$ cat config.mk
export PLATFORM = sky130hd
export DESIGN_NAME = wb_burst_master
export DESIGN_NICKNAME = d
export VERILOG_FILES = /design/src/rtl/wb_burst_master.sv
export SDC_FILE = /design/constraint.sdc
export NUM_CORES = 1
export LEC_CHECK = 0
export ABC_CLOCK_PERIOD_IN_PS = 4900
export BUFFER_PORTS_ARGS = -buffer_cell sky130_fd_sc_hd__buf_2
export CAP_MARGIN = 5
export CELL_PAD_IN_SITES_DETAIL_PLACEMENT = 0
export CELL_PAD_IN_SITES_GLOBAL_PLACEMENT = 2
export CORE_MARGIN = 5
export CORE_UTILIZATION = 33
export CTS_BUF_LIST = sky130_fd_sc_hd__clkbuf_4 sky130_fd_sc_hd__clkbuf_8 sky130_fd_sc_hd__clkbuf_16
export DETAILED_ROUTE_END_ITERATION = 8
export GPL_ROUTABILITY_DRIVEN = 1
export PLACE_DENSITY = 0.84
export SYNTH_ARGS = -nofsm -noshare
export SYNTH_HDL_FRONTEND = slang
export SYNTH_SLANG_ARGS = --single-unit
$ cat constraint.sdc
create_clock -name wb_clk_i -period 4.9 [get_ports wb_clk_i]
set_input_delay 0 -clock wb_clk_i [delete_from_list [all_inputs] [get_ports wb_clk_i]]
set_output_delay 0 -clock wb_clk_i [all_outputs]
set_load 0.02 [all_outputs]
$ cat src/rtl/wb_burst_master.sv
// Wishbone B3 incrementing-burst master: accepts 1..8 beat read/write commands,
// streams write data through a one-entry holding register and returns read data.
module wb_burst_master #(
    parameter int DW      = 32,
    parameter int AW      = 26,
    parameter int TIMEOUT = 255
) (
    input  logic            wb_clk_i,
    input  logic            RESETN,
    input  logic            cmd_valid,
    output logic            cmd_ready,
    input  logic            cmd_we,
    input  logic [AW-1:0]   cmd_addr,
    input  logic [2:0]      cmd_len,
    input  logic            wdat_valid,
    output logic            wdat_ready,
    input  logic [DW-1:0]   wdat,
    input  logic [DW/8-1:0] wsel,
    output logic            rd_valid,
    output logic [DW-1:0]   rd_data,
    output logic            rd_last,
    output logic            done,
    output logic            err,
    output logic            wb_cyc_o,
    output logic            wb_stb_o,
    output logic            wb_we_o,
    output logic [AW-1:0]   wb_addr_o,
    output logic [DW-1:0]   wb_dat_o,
    output logic [DW/8-1:0] wb_sel_o,
    output logic [2:0]      wb_cti_o,
    output logic [1:0]      wb_bte_o,
    input  logic [DW-1:0]   wb_dat_i,
    input  logic            wb_ack_i,
    input  logic            wb_err_i
);
    localparam int SW  = DW / 8;
    localparam int WDW = (TIMEOUT < 2) ? 1 : $clog2(TIMEOUT + 1);

    typedef enum logic [1:0] {IDLE, WRITE, READ, END} state_t;

    state_t         state, state_nxt;
    logic [2:0]     beat_cnt;
    logic [2:0]     len_r;
    logic [3:0]     to_load;
    logic [WDW-1:0] wdog;

    logic busy, ack_eff, timeout, fault, last_ack, accept, load;

    // In write mode wb_stb_o doubles as the holding-register full flag.
    always_comb begin
        busy     = (state == WRITE) || (state == READ);
        ack_eff  = busy && wb_stb_o && wb_ack_i && !wb_err_i;
        timeout  = busy && wb_stb_o && !wb_ack_i && !wb_err_i && (wdog == WDW'(TIMEOUT - 1));
        fault    = busy && wb_stb_o && (wb_err_i || timeout);
        last_ack = ack_eff && (beat_cnt == len_r);
        accept   = cmd_valid && cmd_ready;
        wdat_ready = (state == WRITE) && (!wb_stb_o || ack_eff) && (to_load != 4'd0);
        load     = wdat_valid && wdat_ready;
    end

    always_comb begin
        state_nxt = state;
        case (state)
            IDLE:        if (accept) state_nxt = cmd_we ? WRITE : READ;
            WRITE, READ: if (fault || last_ack) state_nxt = END;
            default:     state_nxt = IDLE;
        endcase
    end

    assign wb_bte_o = 2'b00;

    always_ff @(posedge wb_clk_i or negedge RESETN) begin
        if (!RESETN) begin
            state     <= IDLE;
            cmd_ready <= 1'b0;
            wb_cyc_o  <= 1'b0;
            wb_stb_o  <= 1'b0;
            wb_we_o   <= 1'b0;
            wb_addr_o <= '0;
            wb_dat_o  <= '0;
            wb_sel_o  <= '0;
            wb_cti_o  <= 3'b000;
            rd_valid  <= 1'b0;
            rd_data   <= '0;
            rd_last   <= 1'b0;
            done      <= 1'b0;
            err       <= 1'b0;
            beat_cnt  <= 3'd0;
            len_r     <= 3'd0;
            to_load   <= 4'd0;
            wdog      <= '0;
        end else begin
            state     <= state_nxt;
            cmd_ready <= (state_nxt == IDLE);
            done      <= 1'b0;
            err       <= 1'b0;
            rd_valid  <= 1'b0;
            rd_last   <= 1'b0;
            if (accept) begin
                wb_cyc_o  <= 1'b1;
                wb_stb_o  <= !cmd_we;
                wb_we_o   <= cmd_we;
                wb_addr_o <= cmd_addr;
                wb_dat_o  <= '0;
                wb_sel_o  <= cmd_we ? '0 : '1;
                wb_cti_o  <= (cmd_len == 3'd0) ? 3'b111 : 3'b010;
                len_r     <= cmd_len;
                beat_cnt  <= 3'd0;
                to_load   <= cmd_we ? ({1'b0, cmd_len} + 4'd1) : 4'd0;
                wdog      <= '0;
            end else if (busy) begin
                if (fault) begin
                    // Abort: drop the bus and flush anything still held.
                    wb_cyc_o <= 1'b0;
                    wb_stb_o <= 1'b0;
                    wb_we_o  <= 1'b0;
                    wb_dat_o <= '0;
                    wb_sel_o <= '0;
                    to_load  <= 4'd0;
                    wdog     <= '0;
                    err      <= 1'b1;
                end else begin
                    if (ack_eff) begin
                        wb_addr_o <= wb_addr_o + AW'(SW);
                        beat_cnt  <= beat_cnt + 3'd1;
                        wb_cti_o  <= (3'(beat_cnt + 3'd1) == len_r) ? 3'b111 : 3'b010;
                        wdog      <= '0;
                    end else if (wb_stb_o) begin
                        wdog <= wdog + WDW'(1);
                    end
                    if (state == READ && ack_eff) begin
                        rd_data  <= wb_dat_i;
                        rd_valid <= 1'b1;
                        rd_last  <= last_ack;
                    end
                    if (last_ack) begin
                        wb_cyc_o <= 1'b0;
                        wb_stb_o <= 1'b0;
                        wb_we_o  <= 1'b0;
                        done     <= 1'b1;
                    end else if (state == WRITE) begin
                        // A load in the ack cycle refills the holding slot with no bubble.
                        if (load) begin
                            wb_dat_o <= wdat;
                            wb_sel_o <= wsel;
                            wb_stb_o <= 1'b1;
                            to_load  <= to_load - 4'd1;
                        end else if (ack_eff) begin
                            wb_stb_o <= 1'b0;
                        end
                    end
                end
            end
        end
    end
endmodule

# == Word level (Yosys, flattened, before mapping) ==
# Cells that the tools add are included.
# totals
ff_bits,125
input_bits,104
# op_classes
add_sub_neg,5
n_eq_ne,7
mux,70
bitwise,2
n_reduce_logical,40
# op_table
op,n
two-way mux 32 bit,6
two-way mux 26 bit,4
two-way mux 4 bit,14
two-way mux 8 bit,5
two-way mux 3 bit,10
two-way mux 1 bit,27
adder 26 x 3 -> 26 bit (second input constant),1
logical AND 1 bit,13
nonzero test 4 bit,3
nonzero test 3 bit,3
adder 8 x 1 -> 8 bit (second input constant),1
== test 8 bit (second input constant),1
AND reduction 4 bit,2
== test 3 bit,2
two-way mux 2 bit,3
AND reduction 3 bit,2
nonzero test 5 bit,1
adder 3 x 1 -> 4 bit (second input constant),1
logical NOT 1 bit,4
logical NOT 2 bit,2
logical OR 1 bit,4
one-hot mux 2 bit (2 select lines),1
AND reduction 2 bit,2
nonzero test 2 bit,2
other kinds (9),10

# == Logic depth before layout (Yosys ltp) ==
# Gate-level depths: netlist of run 1.
# logic_depth
word_depth,15
mapped_depth,12

# == Worst setup path after synthesis of run 1 ==
# No wires, ideal clock.
# synth_path
path_type,register -> register
startpoint,register state[0]
endpoint,register to_load[1]
setup_ns,0.127
arrival_time_ns,2.299
required_ns,4.773
setup_slack_ns,2.473
path_stages_with_launch,12
path_buffers,4
period_less_slack_ns,2.427
path_cell_list,dfrtp_1 inv_1 ha_1 buf_2 and4b_1 buf_4 o2111ai_4 or2_0 buf_2 a21oi_2 buf_6 mux2_1
# synth_via
elab_chain_len,11
elab_cells_between_ends,24
cone_classes,eq/ne: 3; mux: 3; reduce/logical: 18
# synth_rtl
item,line_no,source
from (decl),41,"state_t state, state_nxt;"
from (signal assigned),93,state <= state_nxt;
== test 2 x 1 -> 1 bit / == test 2 bit (equally long branches),"51, 57, 141",
logical OR 1 bit,51,busy = (state == WRITE) || (state == READ);
logical AND 1 bit,"52, 53, 54",
"logical AND 1 bit, on equally long branches (2 in series)","52, 53",
logical OR 1 bit / logical AND 1 bit (equally long branches),"57, 53",
logical AND 1 bit / logical OR 1 bit (equally long branches),"57, 54",
"logical AND 1 bit, on equally long branches","57, 54",
logical AND 1 bit / two-way mux 4 bit (equally long branches),"58, 112",
nonzero test 3 bit (no source line) / two-way mux 4 bit (equally long branches),-,
AND reduction 4 bit (no source line) / two-way mux 4 bit (equally long branches),-,
to (signal assigned),109,"to_load <= cmd_we ? ({1'b0, cmd_len} + 4'd1) : 4'd0;"
to (signal assigned),147,to_load <= to_load - 4'd1;
to (decl),44,logic [3:0] to_load;
# Parallel ways exist; a longest one is shown, timed or not. The select of a mux whose other input is x is not followed.
# A chain may end at the register's enable or synchronous reset.

# == Final worst setup path of run 1 ==
# layout_path
startpoint,register state[1]
endpoint,register wb_dat_o[26]
# layout_via
elab_chain_len,11
elab_cells_between_ends,24
cone_classes,eq/ne: 3; mux: 3; reduce/logical: 18
# layout_rtl
item,line_no,source
== test 2 x 1 -> 1 bit / == test 2 bit (equally long branches),"51, 57, 141",
logical OR 1 bit,51,
logical AND 1 bit,"52, 53, 54",
"logical AND 1 bit, on equally long branches (2 in series)","52, 53",
logical OR 1 bit / logical AND 1 bit (equally long branches),"57, 53",
logical AND 1 bit / logical OR 1 bit (equally long branches),"57, 54",
"logical AND 1 bit, on equally long branches","57, 54",
logical AND 1 bit / two-way mux 32 bit (equally long branches),"58, 112",
nonzero test 3 bit (no source line) / two-way mux 32 bit (equally long branches),-,
AND reduction 4 bit (no source line) / two-way mux 32 bit (equally long branches),-,
to (signal assigned),144,wb_dat_o <= wdat;
to (decl),28,"output logic [DW-1:0] wb_dat_o,"
# Parallel ways exist; a longest one is shown, timed or not. The select of a mux whose other input is x is not followed.

==> summary.md, run 1 <==
| Metric | Value |
|---|---|
| Status | `completed` |
| Mean Syn Cell Area | `10.41 um^2` |
| Crit path DAT | `approximately 3.7 ns` |
| Tmin final | `3.451 ns` |
| Reg clk slew, reported paths | `0.06 ns` |
| CTS resizes | `0` |
| Slew Limit Headroom | `0.2287` |
| Die area | `21,090 um^2` |
| Synth area leaders | `dfrtp_1, mux2_4, o21ai_0, nand2_1, nand4_1` |
| Final instance area | `8826 um^2` |
| Hold Vio Cnt, Final | `0` |
| Crit. End Element | `flip-flop` |
| Nets | `approximately 990` |
| Layout area overhead | `46.23%` |
| Kind of critical path | `flip-flop to flip-flop` |
| Std-Cell Core Area | `17,960 um^2` |
| Initial Util | `0.3360` |
| Unrepaired setup endpoints after global routing | `no` |
| Worst EP required | `between 5 and 6 ns` |
| Post-Place Setup Slack | `roughly 1.5 ns` |
| Clk root buf | `clkbuf_16` |
| Port Buffer Count | `~210` |
| All-Layer GR Usage | `0.1694` |
| Worst-path fanout max | `25` |
| Ys Warns | `0` |
| First-pass GRT wire length | `29,330 um` |
| Worst skew pair latency | `0.41 ns` |
| Max Cap Viol | `0` |
| Final Cycle Share | `0.7042` |
| Routed WL per cell | `between 15 and 20 um` |
| Met2 Use GR | `0.2714` |
| Die Height | `145.2 um` |
| Largest net degree at the start of global routing | `70` |
| Top cell types by occurrence after synthesis | `dfrtp_1, nand2_1, o21ai_0` |
| DP HPWL | `between 10,000 and 15,000 um` |
| Die Span X | `145.2 um` |
| Router iterations before antenna repair | `4` |
| PwrDens | `586.6 nW/um^2` |
| Synth top area share | `0.5141` |
| Met3 Usage GRT | `0.04303` |
| Total wire length | `17,680 um` |
| H-tree levels | `4` |
| Final setup violation count | `0` |
| Via count | `5,366` |
| Synth area leader | `dfrtp_1` |
| Cell Area, Synth | `6036 um^2` |
| CTS tree | `built` |
| R2r setup slk | `1.45 ns` |
| Fin worst setup slack | `about 1.4 ns` |
| Worst Hold Class | `primary input to flip-flop` |
| Num CTS Buffers | `17` |
| Row count | `49` |
| Fillers | `1,652` |
| Seq cells post-synth | `124` |
| Fin. max-slew vios | `0` |
| CTS Buffer Depth | `2` |
| Initial antenna violation count | `0` |
| Slew at the pin with the worst max-slew slack | `1.154 ns` |
| ANT nets after route | `0` |
| Gate Count Post-Synth | `580` |
| Cell with the most instances after synthesis | `dfrtp_1` |
| Async S/R FF share, synth | `1.000` |
| Maximum VDD drop | `approximately 0.34 mV` |
| Gr busiest metal | `met2` |
| Number of global-route vias before repair | `~5,600` |
| Total global routing overflow | `0` |
| GP Congestion | `0.8105` |
| # diodes | `0` |
| FF+latch area | `3103 um^2` |
| Distinct cell type count after synthesis | `54` |
| Area taken by multi-input logic gates | `2567 um^2` |
| # IOs | `212` |
| Top FF cell, synth | `dfrtp_1` |
| Fmax | `289.8 MHz` |
| GR Util met1 | `0.2137` |
| CTS Sinks | `124` |
| Area after DPL | `7216 um^2` |
| Drt via density | `4.791` |
| Leakage | `4.232 nW` |
| Pwr Total | `between 5 and 6 mW` |
| Hold slack | `~0.055 ns` |
| Startpoint types | `flip-flop` |
| Layout cell share with drive strength beyond 1 | `0.3266` |
| Total Neg Setup Slack | `0 ns` |
| DRT iter0 DRCs | `287` |
| Skew final | `~0.0085 ns` |
| Post-synthesis sequential area ratio | `0.5141` |
| Number of synthesized flops with an enable pin | `0` |
| DRC violations left | `0` |
==> cells by family after synthesis <==
group / after synthesis / synth area share
other cells: 1 / 0.0006213
buf+inv: 82 / 0.06343
simple gates: 187 / 0.1623
flops: 124 / 0.5141
fa+ha+maj: 12 / 0.02487
compound gates: 109 / 0.1084
xor+xnor: 31 / 0.04498
mux: 34 / 0.08126
==> per-layer routing <==
metal,share of wire,up-vias
met5,0,-
met4,0.035,0
met3,0.050,47
met2,0.47,177
met1,0.45,2535
li1,-,2607
==> final cells by class <==
class	count	share of cell area
clock buffer	18	0.04976
sequential	124	0.3516
multi-input combinational	375	0.2909
tap	229	0.03246
inverter	46	0.01956
timing repair buffer	314	0.2365
clock inverter	14	0.01928
==> state kept, by name, indices dropped and copies added (netlist names) <==
name	count
cmd_ready	1
wb_stb_o	1
wb_we_o	1
state	2
done	1
err	1
wdog	8
beat_cnt	3
rd_valid	1
rd_last	1
wb_sel_o	4
wb_cti_o	2
len_r	3
to_load	4
wb_addr_o	26
wb_cyc_o	1
rd_data	32
wb_dat_o	32
==> critical path: stages (launching register included) <==
cell	delay, ns
dfrtp_1	0.41
inv_1	0.09
ha_1	0.52
and4b_1	0.68
o2111ai_4	0.20
or2_0	0.37
a21oi_2	0.52
buf_4	0.38
o21ai_0	0.13
==> power breakdown <==
| group | switching, mW | internal (mW) |
|---|---|---|
| registers | 0.310 | 1.41 |
| logic | 1.35 | 0.823 |
| clock network | 0.472 | 0.813 |
| total | 2.13 | 3.05 |
==> cell usage in the layout (no fill, tap or decap), types with 5 or more instances in the layout <==
cell / synthesis / final
a31oi_1: 5 / 5
o21ai_1: 21 / 21
inv_1: 46 / 46
xor2_1: 12 / 12
nand3_1: 14 / 14
clkbuf_16: 0 / 17
nand2_1: 66 / 66
buf_4: 5 / 6
o21ai_0: 50 / 50
ha_1: 12 / 12
dfrtp_1: 124 / 124
xnor2_1: 19 / 19
nand4_1: 39 / 39
buf_2: 3 / 208
nor2_1: 24 / 23
a21oi_1: 13 / 13
nor3_1: 10 / 10
and4_1: 5 / 5
mux2_4: 29 / 29
dlygate4sd3_1: 0 / 100
==> final timing paths <==
kind / to / from / depth (start not counted)
worst max register to register: wb_dat_o[26]$_DFFE_PN0P_ / state[1]$_DFF_PN0_ / 8
worst max-delay path: wb_dat_o[26]$_DFFE_PN0P_ / state[1]$_DFF_PN0_ / 8
max in group asynchronous: wb_addr_o[20]$_DFFE_PN0P_ / RESETN / 3
worst min-delay path: err$_DFF_PN0_ / wb_ack_i / 3
worst min register to register: wb_addr_o[0]$_DFFE_PN0P_ / wb_addr_o[0]$_DFFE_PN0P_ / 2
min in group asynchronous: wdog[4]$_DFFE_PN0P_ / RESETN / 2
==> metrics by stage <==
stage | utilization | instances
2_1_floorplan | - | 581
3_3_place_gp | 0.4017 | 988
3_5_place_dp | 0.4017 | 988
4_1_cts | 0.4913 | 1120
5_1_grt | 0.4913 | 1120
6_report | 0.4913 | 1120
==> repair_timing <==
item                                   4_1_cts  5_1_grt
hold buffers                               100        0
endpoints found under the hold margin      165        0
setup buffers                                0        0
(Power assumes the default switching activity.)
==> inputs of run 2 (changes only) <==
ABC_CLOCK_PERIOD_IN_PS = 3300   (was 4900)
CORE_UTILIZATION = 30   (was 33)
PLACE_DENSITY = 0.78   (was 0.84)
clock period = 3.3 ns   (was 4.9 ns; I/O delays follow)
==> run 2 against run 1 <==
Effect of this change: core utilization decreased by 3.7 points; clock-buffer cell count did not move; maximum frequency grew 16%; non-clock buffer count is 6 higher; combinational power grew 51%; via count up 1.0%; total power grew 51%; global-route usage decreased by 1.2 points; register-to-register slack lost 1.1 ns; critical endpoint is now wb_sel_o[2]$_DFFE_PN0P_; highest routed layer unchanged.
==> summary.md, run 2 (same netlist as run 1, synthesis figures left out) <==
| Metric | Value |
|---|---|
| Slew at the pin with the worst max-slew slack | `~0.97 ns` |
| Startpoint types | `flip-flop` |
| # IOs | `212` |
| Slew Limit Headroom | `0.3539` |
| Layout cell share with drive strength beyond 1 | `0.3311` |
| Max Cap Viol | `0` |
| ANT nets after route | `0` |
| Total global routing overflow | `0` |
| Std-Cell Core Area | `19,650 um^2` |
| Worst skew pair latency | `0.42 ns` |
| First-pass GRT wire length | `29,790 um` |
| Crit Reg-Reg Startpoint | `state[1]$_DFF_PN0_` |
| Crit path from | `state[1]$_DFF_PN0_` |
| Skew final | `around 0.014 ns` |
| Final setup violation count | `0` |
| Min-Delay Startpoint | `wb_ack_i` |
| DRC violations left | `0` |
| Total Neg Setup Slack | `0 ns` |
| Initial antenna violation count | `0` |
| Leakage | `4.279 nW` |
| Unrepaired setup endpoints after global routing | `no` |
| Num CTS Buffers | `17` |
| Tmin final | `2.975 ns` |
| Fin. max-slew vios | `0` |
| Clk root buf | `clkbuf_16` |
| GP Congestion | `0.8003` |
| CTS Buffer Depth | `2` |
| Worst-path fanout max | `37` |
| Crit. End Element | `flip-flop` |
| Final Cycle Share | `0.9015` |
| Die Height | `151.8 um` |
| Number of global-route vias before repair | `5,607` |
| Hold Vio Cnt, Final | `0` |
| Maximum VDD drop | `0.4302 mV` |
| Routed WL per cell | `15.72 um` |
| PwrDens | `between 800 and 900 nW/um^2` |
| Largest registers | `rd_data x32, wb_dat_o x32, wb_addr_o x26` |
| Commonest non-fill, non-tap cells in the layout | `buf_2, dfrtp_1, dlygate4sd3_1, nand2_1, o21ai_0` |
| Kind of critical path | `flip-flop to flip-flop` |
| Fmax | `approximately 340 MHz` |
| Commonest non-fill, non-tap cell in the layout | `buf_2` |
| # diodes | `0` |
| Status | `completed` |
| Initial Util | `0.3071` |
| All-Layer GR Usage | `0.1569` |
| Worst Hold Class | `primary input to flip-flop` |
| Die area | `23,060 um^2` |
| Router iterations before antenna repair | `4` |
| Port Buffer Count | `209` |
| Layout area overhead | `48.05%` |
| CTS Sinks | `124` |
| Total wire length | `18,260 um` |
| Row count | `51` |
| Post-CTS setup buffers | `0` |
| Drt via density | `4.664` |
| Largest net degree at the start of global routing | `76` |
| DRT iter0 DRCs | `around 270` |
| Crit path DAT | `3.30 ns` |
| DP HPWL | `around 13,000 um` |
| Nets | `roughly 1,000` |
| Worst EP required | `3.63 ns` |
| CTS tree | `built` |
| Pwr Total | `7.805 mW` |
| H-tree levels | `4` |
| Die Span X | `151.8 um` |
| Reg clk slew, reported paths | `0.06 ns` |
| Via count | `roughly 5,400` |
==> run 2: changes by cell type in the layout (fill, tap and decap cells not counted), sizes merged <==
cell	delta
buf	+6
clkinvlp	-3
inv	+5
clkinv	-2
==> run 2: worst max-delay path: stages, from the launching register on <==
cell and delay (ns):
dfrtp_1 0.42, inv_1 0.09, ha_1 0.51, and4b_1 0.46
o2111ai_4 0.17, or2_0 0.40, a21oi_2 0.24, buf_4 0.37
a2bb2oi_1 0.22
==> run 2: per-layer routing <==
layer,global-route usage,vias up,wire (um)
li1,-,2629,-
met1,0.1975,2595,8232
met2,0.2610,169,8840
met3,0.03948,27,821
met4,0.05865,0,367
met5,0,-,0
==> run 2: what timing repair did <==
action | CTS | global route
resized for setup | 0 | 0
endpoints found under the hold margin | 174 | 0
hold buffers | 100 | 0
==> run 2: stage by stage <==
stage	hold WS [ns]	util	cells	instance area, um^2	setup WS (ns)
finish	0.08822	0.4547	1162	8936	0.3249
global route	0.08766	0.4547	1162	8936	0.1253
CTS	0.06638	0.4547	1162	8936	0.3560
detailed placement	0.1994	0.3724	1030	7318	0.3800
global placement	0.1977	0.3724	1030	7318	0.5410
floorplan	-0.2956	-	581	6040	0.8731
==> run 2: cell type report <==
cell class	instances	area, um^2
sequential	124	3103
tap	265	331.6
clock inverter	14	183.9
multi-input combinational	375	2567
timing repair buffer	320	2145
inverter	46	172.7
fill	1910	10720
clock buffer	18	432.9
==> run 2: path summary, 6_finish.rpt <==
kind / endpoint / cells after the start / slack, ns
max: wb_sel_o[2]$_DFFE_PN0P_ / 8 / 0.32
min: err$_DFF_PN0_ / 3 / 0.09
max reg2reg: wb_sel_o[2]$_DFFE_PN0P_ / 8 / 0.32
min reg2reg: wb_addr_o[0]$_DFFE_PN0P_ / 2 / 0.47
max in group asynchronous: beat_cnt[1]$_DFFE_PN0P_ / 3 / 2.14
min in group asynchronous: rd_data[7]$_DFFE_PN0P_ / 2 / 0.29
==> run 2: power by group <==
part           internal [mW]  switching (mW)  total (mW)
clock                   1.22           0.749        1.96
combinational           1.24            2.04        3.28
sequential              2.09           0.467        2.56
total                   4.55            3.25        7.81
==> inputs of run 3 (changes only) <==
ABC_AREA = 1   (was not set)
CORE_UTILIZATION = 28   (was 30)
PLACE_DENSITY = 0.77   (was 0.78)
==> run 3 against run 2 <==
Effect of this change: critical path depth is 4 higher; total power is 0.70% lower; design area is 2.3% higher; maximum frequency is 20% higher; first-iteration DRC count is 10% higher; worst setup slack better by 0.50 ns; critical path type unchanged; wire length is 8.1% higher.
==> summary.md, run 3 <==
| Metric | Value |
|---|---|
| Pwr Total | `roughly 7.8 mW` |
| H-tree levels | `4` |
| Fmax | `approximately 400 MHz` |
| Seq cells post-synth | `124` |
| Tmin final | `2.470 ns` |
| Crit Reg-Reg Startpoint | `state[1]$_DFF_PN0_` |
| Final Cycle Share | `0.7485` |
| Die Span X | `160.0 um` |
| Reg clk slew, reported paths | `0.06 ns` |
| Fin. max-slew vios | `0` |
| Total global routing overflow | `0` |
| Largest registers | `rd_data x32, wb_dat_o x32, wb_addr_o x26` |
| Min-Delay Startpoint | `cmd_addr[15]` |
| R2r setup slk | `0.83 ns` |
| Kind of critical path | `flip-flop to flip-flop` |
| Cell Area, Synth | `6304 um^2` |
| Leakage | `4.879 nW` |
| Routed WL per cell | `14.35 um` |
| Initial antenna violation count | `0` |
| Post-synthesis sequential area ratio | `0.4923` |
| Cts hold-fix bufs | `98` |
| GR Util met1 | `0.2116` |
| Met3 Usage GRT | `0.04129` |
| Num CTS Buffers | `17` |
| Layout area overhead | `44.98%` |
| Commonest non-fill, non-tap cells in the layout | `nand2_1, buf_2, dfrtp_1, dlygate4sd3_1, nor2_1` |
| Post-CTS setup buffers | `0` |
| Final Util | `0.4074` |
| Die area | `25,610 um^2` |
| Unrepaired setup endpoints after global routing | `no` |
| Synth area leaders | `dfrtp_1, nand2_1, o21ai_2, nor2_1, inv_1` |
| DP HPWL | `13,870 um` |
| Row count | `55` |
| DRC violations left | `0` |
| Port Buffer Count | `209` |
| Synth top area share | `0.4923` |
| Crit path from | `state[1]$_DFF_PN0_` |
| Int Pwr | `4.361 mW` |
| Number of synthesized flops with an enable pin | `0` |
| CTS tree | `built` |
| Total wire length | `19,740 um` |
| Slew at the pin with the worst max-slew slack | `0.7213 ns` |
| CTS resizes | `0` |
| Top cell types by occurrence after synthesis | `nand2_1, dfrtp_1, nor2_1` |
| Largest net degree at the start of global routing | `73` |
| Hold slack | `0.006187 ns` |
| Nets | `roughly 1,200` |
| Hold Vio Cnt, Final | `0` |
| Area after DPL | `between 7000 and 8000 um^2` |
| Power share of the clock group | `0.241` |
| Worst EP required | `about 3.6 ns` |
| Std-Cell Core Area | `22,430 um^2` |
| Total Neg Setup Slack | `0 ns` |
| Top FF cell, synth | `dfrtp_1` |
| Final instance area | `9139 um^2` |
| Fillers | `2,337` |
| Layout cell share with drive strength beyond 1 | `0.2832` |
| Startpoint types | `flip-flop` |
| Crit path DAT | `between 2 and 3 ns` |
| Distinct cell type count after synthesis | `40` |
| DRT iter0 DRCs | `294` |
| Logic pwr share | `0.435` |
| Net Sw Power | `3.389 mW` |
| Worst Hold Class | `primary input to flip-flop` |
| Gr busiest metal | `met2` |
| Mean Syn Cell Area | `8.134 um^2` |
| GP Congestion | `0.7671` |
| Commonest non-fill, non-tap cell in the layout | `nand2_1` |
| Worst-path fanout max | `38` |
| # IOs | `212` |
| Async S/R FF share, synth | `1.000` |
| ANT nets after route | `0` |
| Cell with the most instances after synthesis | `nand2_1` |
| Ys Warns | `0` |
| Crit. End Element | `flip-flop` |
| Met2 Use GR | `0.2385` |
| Drt via density | `4.360` |
| Maximum VDD drop | `0.3030 mV` |
| Gate Count Post-Synth | `775` |
| Router iterations before antenna repair | `4` |
| Slew Limit Headroom | `0.5191` |
| All-Layer GR Usage | `0.1541` |
| Final setup violation count | `0` |
| PwrDens | `approximately 850 nW/um^2` |
| CTS Buffer Depth | `2` |
| Die Height | `about 160 um` |
| Initial Util | `0.2810` |
| Switching Share | `0.4373` |
| CTS Sinks | `124` |
| Sequential Power Share | `0.324` |
| # diodes | `0` |
| Number of global-route vias before repair | `6,007` |
| Via count | `6,000` |
| First-pass GRT wire length | `about 32,000 um` |
| Status | `completed` |
| Synth area leader | `dfrtp_1` |
| Clk root buf | `clkbuf_16` |
| Max Cap Viol | `0` |
| Worst skew pair latency | `0.42 ns` |
| Skew final | `0.01048 ns` |
[run 3: cell types whose count changed after synthesis, sizes merged, moves of 6 or more]
cell	before	now
inv	46	56
buf	16	23
o21ai	71	65
xnor2	19	6
nor3	10	4
clkbuf	20	8
mux2	33	0
nand3	14	35
nand2	66	321
nand4	40	8
nor2	24	67
[run 3: power by group through the flow]
stage          clock network, mW  registers (mW)  logic (mW)
2_1_floorplan                  0            3.07        1.76
3_3_place_gp                   0            2.53        3.30
3_5_place_dp                   0            2.54        3.32
4_1_cts                     1.93            2.52        3.43
5_1_grt                     2.00            2.60        3.74
6_report                    1.87            2.51        3.37
[run 3: area by class of cell]
class	count	area [um^2]	share of cell area
Multi-Input combinational cell	565	2779	0.3041
Timing Repair Buffer	314	2098	0.2296
Clock inverter	15	163.9	0.01794
Clock buffer	17	425.4	0.04655
Sequential cell	124	3103	0.3395
Inverter	56	212.7	0.02327
Tap cell	285	356.6	0.03902
[run 3: routing by layer]
layer | up-vias | part of all wire
met5 | - | 0
met4 | 0 | 0.018
met3 | 24 | 0.057
met2 | 163 | 0.45
met1 | 2753 | 0.47
li1 | 3060 | -
[run 3: kinds of logic after synthesis]
group	synth area share
flops	0.4923
xor+xnor	0.01945
buf+inv	0.06749
simple gates	0.2973
compound gates	0.09905
other cells	0.0005949
fa+ha+maj	0.02382
[run 3: worst paths after layout]
path                                              to  depth (start not counted)
max in group asynchronous   wb_dat_o[18]$_DFFE_PN0P_                          3
hold / removal             wb_addr_o[15]$_DFFE_PN0P_                          5
setup / recovery            wb_dat_o[11]$_DFFE_PN0P_                         12
min in group asynchronous   wb_dat_o[23]$_DFFE_PN0P_                          2
hold reg to reg              rd_data[23]$_DFFE_PN0P_                          2
setup reg to reg            wb_dat_o[11]$_DFFE_PN0P_                         12
[run 3: worst max-delay path, cell delays in order (launching register included)]
cell and delay [ns]:
dfrtp_1 0.40, inv_1 0.09, ha_1 0.35, nand2_2 0.09, inv_2 0.08, nand2_4 0.10
nand2_1 0.11, nand3_2 0.11, nand3_2 0.09, nand3_4 0.41, buf_4 0.37, nand2_1 0.08
o21ai_2 0.05
[run 3: per-stage QoR]
step / setup slack (ns) / cells
6_report: 0.8299 / 1376
5_1_grt: 0.5839 / 1376
3_3_place_gp: 0.8537 / 1246
4_1_cts: 0.7783 / 1376
3_5_place_dp: 0.7826 / 1246
2_1_floorplan: 1.500 / 776
